===== src/rtl/ecc_chan_pkg.sv =====
// ecc_chan_pkg: shared types and constants for the ECC channel error injector.
//   inj_mode_t       - injection mode encoding (NONE, SINGLE, DOUBLE, RANDOM)
//   LFSR_TAPS        - Galois feedback mask for x^16+x^14+x^13+x^11+1
//   DEFAULT_CW_WIDTH - default codeword width
//   lfsr_step()      - one Galois shift step of the 16-bit LFSR
package ecc_chan_pkg;

  typedef enum logic [1:0] {
    INJ_NONE   = 2'd0,
    INJ_SINGLE = 2'd1,
    INJ_DOUBLE = 2'd2,
    INJ_RANDOM = 2'd3
  } inj_mode_t;

  localparam logic [15:0] LFSR_TAPS        = 16'hB400;
  localparam int          DEFAULT_CW_WIDTH = 13;

  // Right-shifting Galois step: the bit shifted out selects the tap XOR.
  function automatic logic [15:0] lfsr_step(input logic [15:0] cur);
    logic [15:0] nxt;
    nxt = {1'b0, cur[15:1]};
    if (cur[0]) begin
      nxt = nxt ^ LFSR_TAPS;
    end else begin
      nxt = nxt;
    end
    return nxt;
  endfunction

endpackage


===== src/rtl/ecc_lfsr16.sv =====
// ecc_lfsr16: 16-bit Galois LFSR used to pick random flip positions.
// Ports:
//   clk  - clock, rising edge
//   rst  - asynchronous active-high reset, loads seed
//   adv  - advance one step this cycle
//   seed - reset value (must be nonzero)
//   q    - current LFSR state
module ecc_lfsr16
  import ecc_chan_pkg::*;
(
  input  logic        clk,
  input  logic        rst,
  input  logic        adv,
  input  logic [15:0] seed,
  output logic [15:0] q
);

  logic [15:0] state_r;

  // LFSR state register: seed on reset, one step per advance request.
  always_ff @(posedge clk or posedge rst) begin
    if (rst) begin
      state_r <= seed;
    end else if (adv) begin
      state_r <= lfsr_step(state_r);
    end else begin
      state_r <= state_r;
    end
  end

  assign q = state_r;

endmodule


===== src/rtl/ecc_channel_injector.sv =====
// ecc_channel_injector: FIFO between the ECC encoder and decoder that applies
// programmable bit flips to each accepted codeword.
// Optional feature: define ECC_CHAN_STATS_EN to implement the saturating
// inj_count register; otherwise inj_count is tied to zero.
// Ports:
//   clk, rst                 - clock (rising edge), async active-high reset
//   in_valid/in_codeword     - upstream word; in_ready when FIFO not full
//   inj_mode                 - 0 NONE, 1 SINGLE, 2 DOUBLE, 3 RANDOM
//   inj_pos_a, inj_pos_b     - flip positions (b used by DOUBLE only)
//   inj_every                - inject on every Nth accepted word, 0 = never
//   out_valid/out_ready      - downstream handshake for the head entry
//   out_codeword             - head word with flips applied
//   out_flip_mask            - bits flipped in the head word
//   out_injected             - head mask is nonzero
//   count                    - FIFO occupancy
//   inj_count                - words injected (saturating)
module ecc_channel_injector
  import ecc_chan_pkg::*;
#(
  parameter int          CW_WIDTH  = DEFAULT_CW_WIDTH,
  parameter int          DEPTH     = 8,
  parameter logic [15:0] LFSR_SEED = 16'hACE1
) (
  input  logic                       clk,
  input  logic                       rst,
  input  logic                       in_valid,
  input  logic [CW_WIDTH-1:0]        in_codeword,
  output logic                       in_ready,
  input  logic [1:0]                 inj_mode,
  input  logic [3:0]                 inj_pos_a,
  input  logic [3:0]                 inj_pos_b,
  input  logic [7:0]                 inj_every,
  output logic                       out_valid,
  input  logic                       out_ready,
  output logic [CW_WIDTH-1:0]        out_codeword,
  output logic [CW_WIDTH-1:0]        out_flip_mask,
  output logic                       out_injected,
  output logic [$clog2(DEPTH):0]     count,
  output logic [15:0]                inj_count
);

  localparam int PTR_W = $clog2(DEPTH);
  localparam int CNT_W = PTR_W + 1;

  logic [CW_WIDTH-1:0] mem_cw_r   [DEPTH];
  logic [CW_WIDTH-1:0] mem_mask_r [DEPTH];
  logic [PTR_W-1:0]    wr_ptr_r;
  logic [PTR_W-1:0]    rd_ptr_r;
  logic [CNT_W-1:0]    count_r;
  logic [7:0]          cad_r;

  logic                in_ready_s;
  logic                out_valid_s;
  logic                push_s;
  logic                pop_s;
  logic                cad_active_s;
  logic                sel_s;
  logic [CW_WIDTH-1:0] mask_s;
  logic [15:0]         lfsr_q_s;
  logic [7:0]          rnd_pos_s;
  inj_mode_t           mode_s;
  logic                unused_lfsr_hi_s;

  // One-hot bit at pos; a shift past the top leaves zero, so out-of-range
  // positions contribute nothing.
  function automatic logic [CW_WIDTH-1:0] pos_bit(input logic [7:0] pos);
    return {{(CW_WIDTH-1){1'b0}}, 1'b1} << pos;
  endfunction

  assign mode_s      = inj_mode_t'(inj_mode);
  assign in_ready_s  = (count_r != CNT_W'(DEPTH));
  assign out_valid_s = (count_r != {CNT_W{1'b0}});
  // A full FIFO never pushes, even when the head pops in the same cycle.
  assign push_s      = in_valid && in_ready_s;
  assign pop_s       = out_valid_s && out_ready;

  assign cad_active_s = (mode_s != INJ_NONE) && (inj_every != 8'd0);
  assign sel_s        = cad_active_s && (cad_r == (inj_every - 8'd1));

  // Random position uses the LFSR value before this accept advances it.
  assign rnd_pos_s        = lfsr_q_s[7:0] % 8'(CW_WIDTH);
  assign unused_lfsr_hi_s = ^lfsr_q_s[15:8];

  ecc_lfsr16 u_lfsr (
    .clk  (clk),
    .rst  (rst),
    .adv  (push_s),
    .seed (LFSR_SEED),
    .q    (lfsr_q_s)
  );

  // Flip mask for the word being accepted this cycle.
  always_comb begin
    mask_s = {CW_WIDTH{1'b0}};
    if (sel_s) begin
      case (mode_s)
        INJ_SINGLE: mask_s = pos_bit({4'd0, inj_pos_a});
        INJ_DOUBLE: mask_s = pos_bit({4'd0, inj_pos_a}) | pos_bit({4'd0, inj_pos_b});
        INJ_RANDOM: mask_s = pos_bit(rnd_pos_s);
        default:    mask_s = {CW_WIDTH{1'b0}};
      endcase
    end else begin
      mask_s = {CW_WIDTH{1'b0}};
    end
  end

  // FIFO storage; contents are don't-care after reset, so no reset here.
  always_ff @(posedge clk) begin
    if (push_s) begin
      mem_cw_r[wr_ptr_r]   <= in_codeword ^ mask_s;
      mem_mask_r[wr_ptr_r] <= mask_s;
    end else begin
      mem_cw_r[wr_ptr_r]   <= mem_cw_r[wr_ptr_r];
      mem_mask_r[wr_ptr_r] <= mem_mask_r[wr_ptr_r];
    end
  end

  // Pointers and occupancy; power-of-two depth lets pointers wrap naturally.
  always_ff @(posedge clk or posedge rst) begin
    if (rst) begin
      wr_ptr_r <= {PTR_W{1'b0}};
      rd_ptr_r <= {PTR_W{1'b0}};
      count_r  <= {CNT_W{1'b0}};
    end else begin
      wr_ptr_r <= push_s ? (wr_ptr_r + PTR_W'(1)) : wr_ptr_r;
      rd_ptr_r <= pop_s  ? (rd_ptr_r + PTR_W'(1)) : rd_ptr_r;
      case ({push_s, pop_s})
        2'b10:   count_r <= count_r + CNT_W'(1);
        2'b01:   count_r <= count_r - CNT_W'(1);
        default: count_r <= count_r;
      endcase
    end
  end

  // Cadence counter: cleared whenever injection is inactive, wraps on selection.
  always_ff @(posedge clk or posedge rst) begin
    if (rst) begin
      cad_r <= 8'd0;
    end else if (!cad_active_s) begin
      cad_r <= 8'd0;
    end else if (push_s) begin
      cad_r <= sel_s ? 8'd0 : (cad_r + 8'd1);
    end else begin
      cad_r <= cad_r;
    end
  end

`ifdef ECC_CHAN_STATS_EN
  logic [15:0] inj_cnt_r;

  // Saturating count of accepted words that carried a nonzero mask.
  always_ff @(posedge clk or posedge rst) begin
    if (rst) begin
      inj_cnt_r <= 16'h0000;
    end else if (push_s && (mask_s != {CW_WIDTH{1'b0}}) && (inj_cnt_r != 16'hFFFF)) begin
      inj_cnt_r <= inj_cnt_r + 16'd1;
    end else begin
      inj_cnt_r <= inj_cnt_r;
    end
  end

  assign inj_count = inj_cnt_r;
`else
  assign inj_count = 16'h0000;
`endif

  // Outputs read only registered state and are forced to zero when empty.
  assign in_ready      = in_ready_s;
  assign out_valid     = out_valid_s;
  assign count         = count_r;
  assign out_codeword  = out_valid_s ? mem_cw_r[rd_ptr_r]   : {CW_WIDTH{1'b0}};
  assign out_flip_mask = out_valid_s ? mem_mask_r[rd_ptr_r] : {CW_WIDTH{1'b0}};
  assign out_injected  = (out_flip_mask != {CW_WIDTH{1'b0}});

endmodule


===== config.mk =====
export PLATFORM = sky130hd
export DESIGN_NAME = ecc_channel_injector
export DESIGN_NICKNAME = d
export VERILOG_FILES = /design/src/rtl/ecc_chan_pkg.sv /design/src/rtl/ecc_lfsr16.sv /design/src/rtl/ecc_channel_injector.sv
export SDC_FILE = /design/constraint.sdc
export NUM_CORES = 1
export LEC_CHECK = 0
export CAP_MARGIN = 20
export CORE_UTILIZATION = 25
export CTS_CLUSTER_SIZE = 40
export DETAILED_ROUTE_END_ITERATION = 8
export GPL_TIMING_DRIVEN = 0
export SYNTH_ARGS = -nofsm -noshare
export SYNTH_HDL_FRONTEND = slang
export SYNTH_SLANG_ARGS = --single-unit

===== constraint.sdc =====
create_clock -name clk -period 4.8 [get_ports clk]
set_input_delay 0.48 -clock clk [delete_from_list [all_inputs] [get_ports clk]]
set_output_delay 0.48 -clock clk [all_outputs]
set_load 0.1 [all_outputs]

**Word-level counts from Yosys, hierarchy flattened**

Memories as Yosys holds them, arrays and structs flattened.
Cells that the tools add are included.

- Bits in read-only memories: 0
- RAM bits: 208
- Output and inout bits: 49
- Register bits after elaboration: 34
- Logic and storage cells: 55
- Memories kept: 2
- Input bits: 35
- Latch bits: 0

- Multiply operators: 0
- Mux-type cells: 14
- Eq/ne operators: 9
- Shift operators: 3
- Bitwise logic cells: 5
- $lt $le $gt $ge: 0
- Divide/modulo/power cells: 1
- Reductions and logical operators: 10
- $add $sub $neg: 6

Memory list:

| name | words | bits a word | read ports | clocked after memory_dff | write ports | line | RTL |
|---|---|---|---|---|---|---|---|
| mem_cw_r | 8 | 13 | 1 | 0 | 1 | ecc_channel_injector.sv:45 | `logic [CW_WIDTH-1:0] mem_cw_r [DEPTH];` |
| mem_mask_r | 8 | 13 | 1 | 0 | 1 | ecc_channel_injector.sv:46 | `logic [CW_WIDTH-1:0] mem_mask_r [DEPTH];` |

Operators with widths:

| kind | count |
|---|---|
| 13-bit two-way mux | 5 |
| 13-bit one-hot mux with 3 select lines | 1 |
| 1-bit by 4-bit left shift with 13-bit output, first input constant | 2 |
| 8-bit two-way mux | 3 |
| 16-bit two-way mux | 1 |
| 13-bit bitwise OR | 1 |
| 13-bit nonzero test | 1 |
| 1-bit by 8-bit left shift with 13-bit output, first input constant | 1 |
| 13-bit bitwise XOR | 1 |
| 8-bit by 1-bit adder with 8-bit output, second input constant | 1 |
| 8-bit == test | 1 |
| 8-bit by 4-bit remainder unit with 8-bit output, second input constant | 1 |
| 4-bit one-hot mux with 2 select lines | 1 |
| 8-bit nonzero test | 1 |
| 8-bit by 1-bit subtractor with 8-bit output, second input constant | 1 |
| 3-bit by 1-bit adder with 3-bit output, second input constant | 2 |
| 2-bit == test, second input constant | 3 |
| 4-bit by 1-bit adder with 4-bit output, second input constant | 1 |
| 2-bit by 1-bit == test with 1-bit output, second input constant | 2 |
| 1-bit logical AND | 4 |
| 4-bit inequality test, second input constant | 1 |
| 3-bit inverter with 4-bit output | 1 |
| 2-bit nonzero test | 2 |
| 4-bit nonzero test | 1 |
| other kinds (6) | 9 |

**Longest topological paths before layout**

Gate-level depths: netlist of run 1.

- Depth after elaboration: 6
- Gate-level depth with buffers: 14
- Depth with buffers taken out: 12

**Least setup slack after synthesis of run 1**

No wires, ideal clock.

- Kind: register to register
- Start: register count_r[0] (netlist: count[0])
- End: memory mem_cw_r[0][0] in the netlist's numbering, enable pin
- Path slack: -667 ps
- Arrival: 4,992 ps
- Stages on the path, launching flop included: 7
- Path buffers: 1
- Library setup time: 475 ps
- Clock period less this slack: 5,467 ps
- Path through: dfrtp_1 nor3_1 nand2_1 and2_1 clkinv_1 clkbuf_1 nor4_1

- Cells in the longest elaborated chain, start to end: 5

Ends and longest elaborated chain:

| element | line | RTL |
|---|---|---|
| start: declaration | ecc_channel_injector.sv:49 | `logic [CNT_W-1:0] count_r;` |
| start signal: assignment | ecc_channel_injector.sv:123 | `count_r <= {CNT_W{1'b0}};` |
| start signal: assignment | ecc_channel_injector.sv:128 | `2'b10: count_r <= count_r + CNT_W'(1);` |
| start signal: assignment | ecc_channel_injector.sv:129 | `2'b01: count_r <= count_r - CNT_W'(1);` |
| 4-bit inequality test * | ecc_channel_injector.sv:71 | `assign in_ready_s = (count_r != CNT_W'(DEPTH));` |
| named net in_ready | ecc_channel_injector.sv:28 | `output logic in_ready,` |
| 1-bit logical AND * | ecc_channel_injector.sv:74 | `assign push_s = in_valid && in_ready_s;` |
| 1-bit two-way mux, on equally long branches | ecc_channel_injector.sv:109, ecc_channel_injector.sv:113 |  |
| 1-bit two-way mux (not written as such) / 2-bit AND reduction (equally long branches) | - |  |
| 1-bit bitwise OR (no line) * | - |  |
| end: declaration | ecc_channel_injector.sv:45 |  |

The timed path passes the listed nets; every way through them passes the cells marked *.

**Worst setup path after layout of run 1**

- Start: register rd_ptr_r[1]
- End: output out_codeword[3]

- Cells in the longest elaborated chain, start to end: 2

Ends and longest elaborated chain:

| element | line | RTL |
|---|---|---|
| start: declaration | ecc_channel_injector.sv:48 | `logic [PTR_W-1:0] rd_ptr_r;` |
| start signal: assignment | ecc_channel_injector.sv:122 | `rd_ptr_r <= {PTR_W{1'b0}};` |
| start signal: assignment | ecc_channel_injector.sv:126 | `rd_ptr_r <= pop_s ? (rd_ptr_r + PTR_W'(1)) : rd_ptr_r;` |
| memory 8 x 13 bit | - |  |
| 13-bit two-way mux | ecc_channel_injector.sv:171 | `assign out_codeword = out_valid_s ? mem_cw_r[rd_ptr_r] : {CW_WIDTH{1'b0}};` |
| end: declaration | ecc_channel_injector.sv:35 | `output logic [CW_WIDTH-1:0] out_codeword,` |

No other way between the ends.

==> impl_results.md, run 1 <==
* Asr flop ratio synth at between 10% and 20%
* Synthesized area at 12,000 sq um
* Clk_lat worst skew at 0.56 ns
* Final Hold Viols at 0
* Worst relative slew slack at 32.1%
* CTS tree: yes
* Initial antenna violation count at 0
* Total of max-cap violations at 0
* R2r setup slk at 0.58 ns
* Post-CTS resize count at 23
* Clock Path Buffers at 3
* Clk slew on worst S/H paths at 0.06 ns
* Crit path time final at 4.47 ns
* Most frequent cells in the layout: edfxtp_1, nand2_1, nor2_1
* Via Count at 7,792
* DIE WIDTH at 221 um
* Core Footprint at 46,900 sq um
* Largest net degree at the start of global routing at 35
* Post-Synth Adder-Cell Area at under 10%
* Die Footprint at roughly 50,000 sq um
* Cell variety after synth at 90
* Area share of and/or/nand/nor cells after synthesis at 11.0%
* Hold Path Class: input pin to async pin
* Cells on worst reg2reg path at 14
* Worst Skew at about 0.020 ns
* Post-route ant nets at 0
* Hold-fix buffers, CTS at 0
* RSZ-0062 raised after global routing: no
* Multiplexer share of the synthesized area at 12.4%
* Status: finished with violations
* Die Ht at between 200 and 250 um
* Final TNS setup at 0 ns
* Worst EP required at roughly 4.3 ns
* Crit path max fanout at 10
* Reg area at 7110 sq um
* Commonest non-fill, non-tap cell in the layout: edfxtp_1
* Final #Nets at 1,038
* Kind of critical path: flop to output port
* Multi-input gate area at 4490 sq um
* Fin crit share at 93.2%
* Post-synthesis compound-gate area fraction at 9.17%
* Layout cell share with drive strength beyond 1 at between 20% and 30%
* DRT iter0 DRCs at 655
* Violated checks: DRC
* Filler cells at 4,698
* Via/cell ratio at roughly 4.8
* Final RePlAce weighted congestion at 0.849
* H-tree levels at 1
* First-pass DRT Iterations at 7
* Syn Area/Cell at between 10 and 15 sq um
* Initial Util at 25.5%
* DRC errors left at 5
* Largest family of logic cells by synthesized area: multiplexers
* FP Rows at 79
* Max frequency at 224 MHz
* Worst-margin pin slew at 1.02 ns
* Cells after Synth at 869
* Post-CTS Setup Bufs at 0
* IO buf count at 63
* CP arrival at 3.99 ns
* EDFF count, synth at 208
* Num CTS Buffers at 27
* Synth warn at 0
* Xor/xnor share of the synthesized area at 2.84%
* Synth Register Bits at 242
* First-pass GRT wire length at 46.0 mm
* Crit start category: flop
* Global Route Usage Sum at 12.4%
* Slew Viols, Final at 0
* Final WS setup at ~0.33 ns
* Post-synth top flop: edfxtp_1
* Final Setup Violations at 0
* DPL Wire Length at 21.4 mm
* # clock sinks at 242
* Post-synthesis sequential area ratio at between 50% and 60%
* CTS root buf: clkbuf_16
* ANT cells at 0
* Routed Wire Length at about 30 mm
* Vias in the first global route at around 7,800
* Pre-CTS WS at -0.100 ns
* # IOs at 84
* Grt total ovfl at 0
* Setup crit end kind: output port
* Average routed wire per standard cell at 18.4 um
* Synth-to-Final Area Change at 22.4%
-- registers in the layout (all words and copies together) (netlist names) --
signal	cells
rd_ptr_r	3
cad_r	8
count	4
mem_mask_r	104
mem_cw_r	104
u_lfsr.q	16
wr_ptr_r	3
-- cells in the mapped netlist (all sizes together), types with 5 or more instances --
cell	instances	area share, %
a211oi	10	0.75
a21o	5	0.31
a21oi	32	1.5
a32oi	5	0.37
and2	7	0.37
and3	6	0.31
buf	49	2.9
clkbuf	23	0.73
dfrtp	26	5.4
dfstp	8	1.8
edfxtp	208	52
ha	8	0.84
inv	16	0.50
mux2i	30	2.5
mux4	52	9.8
nand2	73	2.4
nand2b	7	0.37
nand3	22	0.92
nand3b	6	0.38
nand4	8	0.42
nor2	66	2.2
nor3	19	0.84
nor4	14	0.78
o21ai	37	1.5
o21bai	5	0.31
o31ai	8	0.50
xnor2	23	1.7
xor2	15	1.1
-- path summary, 6_finish.rpt --
path | startpoint | to
max | rd_ptr_r[1] | out_codeword[3]
min | rst | count[0]
max reg2reg | u_lfsr.q[5] | mem_cw_r[7][8]
min reg2reg | u_lfsr.q[9] | u_lfsr.q[8]
max in group asynchronous | rst | cad_r[7]
min in group clk | u_lfsr.q[9] | u_lfsr.q[8]
-- metrics by stage --
stage | hold WS (ns) | cell area [sq um] | instances | utilization [%]
floorplan | 0.439 | 12000 | 884 | -
global placement | 0.457 | 13400 | 1554 | 28.6
detailed placement | 0.459 | 13700 | 1572 | 29.3
CTS | 0.460 | 14600 | 1622 | 31.3
global route | 0.493 | 14700 | 1622 | 31.3
finish | 0.430 | 14700 | 1622 | 31.3
-- critical path: stages, from the launching register on --
cell and delay [ns]:
dfrtp_1 0.36, clkbuf_1 0.43, clkbuf_1 0.54, buf_1 0.69, mux4_2 0.34, mux2i_1 0.09
nor2_1 0.13, dlygate4sd2_1 0.87
-- kinds of logic (layout without fill, tap and decap cells) --
kind of cell    after synthesis  count (layout)
compound gates              147             147
xor+xnor                     38              38
fa+ha+maj                     9               9
buf+inv                      90             221
flops                       242             242
mux                          83              83
other cells                   1              16
simple gates                259             259
-- metal layers --
metal | wire (um) | GRT usage (%) | up-vias
met5 | 0 | 0 | -
met3 | 2070 | 2.80 | 42
met1 | 13000 | 16.8 | 3896
li1 | - | - | 3582
met4 | 480 | 2.24 | 0
met2 | 14200 | 20.4 | 272
-- cell type report --
cell class,count,share of cell area [%]
well taps,607,5.18
multi-input cells,552,30.6
flip-flops and latches,242,48.5
clock inverters,18,1.32
plain buffers,72,3.18
inverters,18,0.461
clock buffers,32,4.74
repair buffers,81,5.98
Power of run 1 is left out: the tool's default activity adds up to more than one toggle a clock period on the data nets, which glitch-free logic cannot reach.
==> run 2: changes to the inputs <==
CTS_CLUSTER_SIZE = not set   (was 40)
HOLD_SLACK_MARGIN = 0.02   (was not set)
==> results of run 2 <==
The final DEF is identical to that of run 1; final timing and power are the same.
Power of run 2 is left out for the same reason.
==> run 3: changes to the inputs <==
ABC_AREA = 1   (was not set)
==> impl_results.md, run 3 <==
* Final TNS setup at 0 ns
* Post-CTS Setup Bufs at 0
* Post-synthesis sequential area ratio at 62.6%
* Grt total ovfl at 0
* Core Footprint at between 40,000 and 50,000 sq um
* EDFF count, synth at 208
* IO buf count at 67
* Slowest stage delay, CP at 0.89 ns
* Final #Nets at 1,264
* Post-route ant nets at 0
* Post-Synth Adder-Cell Area at ~1.1%
* Crit path time final at between 4 and 5 ns
* Worst-margin pin slew at 0.989 ns
* Xor/xnor share of the synthesized area at under 10%
* Largest net degree at the start of global routing at 35
* Cells on worst reg2reg path at 21
* Largest family of logic cells by synthesized area: simple AND/OR/NAND/NOR gates
* Final Setup Violations at 0
* Synth warn at 0
* DRC errors left at 0
* Crit path buf inv count at 6
* First-pass GRT wire length at 47.3 mm
* CTS root buf: clkbuf_16
* Worst path top cell family by delay: buffers and inverters
* Crit-path cells: clkbuf_1 -> clkinv_1 -> clkbuf_1 -> clkbuf_1 -> clkbuf_1 -> nor2_1 -> o22ai_1 -> o21ai_0 -> a31oi_2 -> dlygate4sd2_1
* # IOs at 84
* Routed Wire Length at 30.3 mm
* Synthesized area at 11,400 sq um
* Average routed wire per standard cell at between 15 and 20 um
* Via Count at 8,545
* Clock Path Buffers at 3
* Num CTS Buffers at 26
* Most frequent cells in the layout: edfxtp_1, nor2_1, nand2_1
* Syn Area/Cell at 10.3 sq um
* Worst relative slew slack at 33.9%
* Area share of and/or/nand/nor cells after synthesis at 16.2%
* Commonest non-fill, non-tap cell in the layout: edfxtp_1
* FP Rows at 77
* DIE WIDTH at approximately 220 um
* Worst EP required at 4.32 ns
* Cells after Synth at 1,104
* Final RePlAce weighted congestion at 0.846
* Setup crit end kind: output port
* Synth area leaders: edfxtp_1, o21ai_0, dfrtp_1
* Die Footprint at 46,300 sq um
* Post-synthesis compound-gate area fraction at approximately an eighth
* Area leader, netlist: edfxtp_1
* H-tree levels at 1
* Kind of critical path: flop to output port
* Worst Skew at 0.0159 ns
* Final Hold Viols at 0
* Clk slew on worst S/H paths at 0.06 ns
* Via/cell ratio at approximately 4.7
* Most common cell in the synthesized netlist: edfxtp_1
* Critical path depth at 10
* ANT cells at 0
* Synth Register Bits at 242
* Synth-to-Final Area Change at 22.2%
* Vias in the first global route at 8,279
* First-pass DRT Iterations at 5
* DPL Wire Length at 21.3 mm
* DRT iter0 DRCs at 905
* Initial Util at between 20 and 30%
* Crit path max fanout at 10
* Hold Path Class: input pin to async pin
* Slew Viols, Final at 0
* CP dominant cell by count: clkbuf_1
* Area share of the largest cell type after synthesis at ~55%
* Total of max-cap violations at 0
* CP arrival at a little over 4 ns
* Cell variety after synth at 39
* # clock sinks at about 240
* Die Ht at 215 um
* Crit start category: flop
* Initial antenna violation count at 1
* CP max-delay cell: dlygate4sd2_1
* CTS tree: yes
* Status: finished clean
* Post-synth top flop: edfxtp_1
* Clk_lat worst skew at 0.52 ns
* Asr flop ratio synth at 14.0%
* Commonest cells in the synthesized netlist: edfxtp_1, nor2_1, nand2_1
* Layout cell share with drive strength beyond 1 at 10.0%
* Fin crit share at 94.6%
* Global Route Usage Sum at 13.1%
* RSZ-0062 raised after global routing: no
* Max frequency at between 200 and 250 MHz
* Multiplexer share of the synthesized area at 0%
[run 3: layout make-up]
cell class,instances,area [sq um]
Tap cell,592,741
Timing Repair Buffer,73,806
Multi-Input combinational cell,724,3780
Clock inverter,15,104
Clock buffer,33,698
Sequential cell,242,7110
Buffer,63,305
Fill cell,4559,30600
Inverter,90,339
[run 3: path summary, 6_finish.rpt]
| kind | startpoint | endpoint | slack (ns) |
|---|---|---|---|
| min reg2reg | u_lfsr.q[9] | u_lfsr.q[8] | 0.48 |
| max reg2reg | u_lfsr.q[6] | mem_cw_r[7][12] | 0.86 |
| max in group asynchronous | rst | wr_ptr_r[2] | 3.84 |
| max | rd_ptr_r[0] | out_codeword[8] | 0.26 |
| min | rst | rd_ptr_r[1] | 0.44 |
| min in group clk | u_lfsr.q[9] | u_lfsr.q[8] | 0.48 |
[run 3: cell families (layout without fill, tap and decap cells)]
family | Yosys count | in the layout
compound gates | 242 | 242
xor+xnor | 30 | 30
fa+ha+maj | 9 | 9
buf+inv | 153 | 274
flops | 242 | 242
other cells | 1 | 16
simple gates | 427 | 427
[run 3: worst reg2reg max path: stages, from the launching register on]
cell	delay, ns
dfstp_2	0.57
nand2_1	0.09
inv_1	0.05
o21ai_0	0.10
nand2_1	0.16
nand2_2	0.10
nand2_1	0.13
nand3_2	0.12
nand2_2	0.14
nand2_2	0.09
nand2_1	0.10
nand2_2	0.06
nor2_2	0.12
nand2_2	0.09
nand2_2	0.09
nand2_2	0.05
nand2_2	0.09
inv_1	0.06
o211ai_1	0.27
nand4_1	0.18
a21oi_2	0.50
xor2_1	0.51
[run 3: per-stage QoR]
| stage | std cells | hold slack (ns) | area, sq um | utilization (%) | setup slack [ns] |
|---|---|---|---|---|---|
| after floorplan | 1119 | 0.442 | 11500 | - | 0.406 |
| after global placement | 1778 | 0.462 | 12900 | 28.9 | 0.408 |
| after detailed placement | 1784 | 0.468 | 13100 | 29.4 | 0.462 |
| after CTS | 1832 | 0.458 | 13900 | 31.2 | 0.00309 |
| after global routing | 1832 | 0.496 | 13900 | 31.2 | 0.000505 |
| final | 1832 | 0.442 | 13900 | 31.2 | 0.260 |
[run 3: per-layer routing]
metal  wire length (um)  up-vias  GRT usage (%)
met5                 12        -              0
met4                600        2           3.36
met3               2200       46           2.38
met2              14100      292           21.5
met1              13400     4146           17.6
li1                   -     4059              -
[run 3: timing repair]
item                       4_1_cts  5_1_grt
setup endpoints to repair       11        3
hold buffers                     0        0
resized for setup               11        3
cloned                           0        0
Power of run 3 is left out for the same reason.
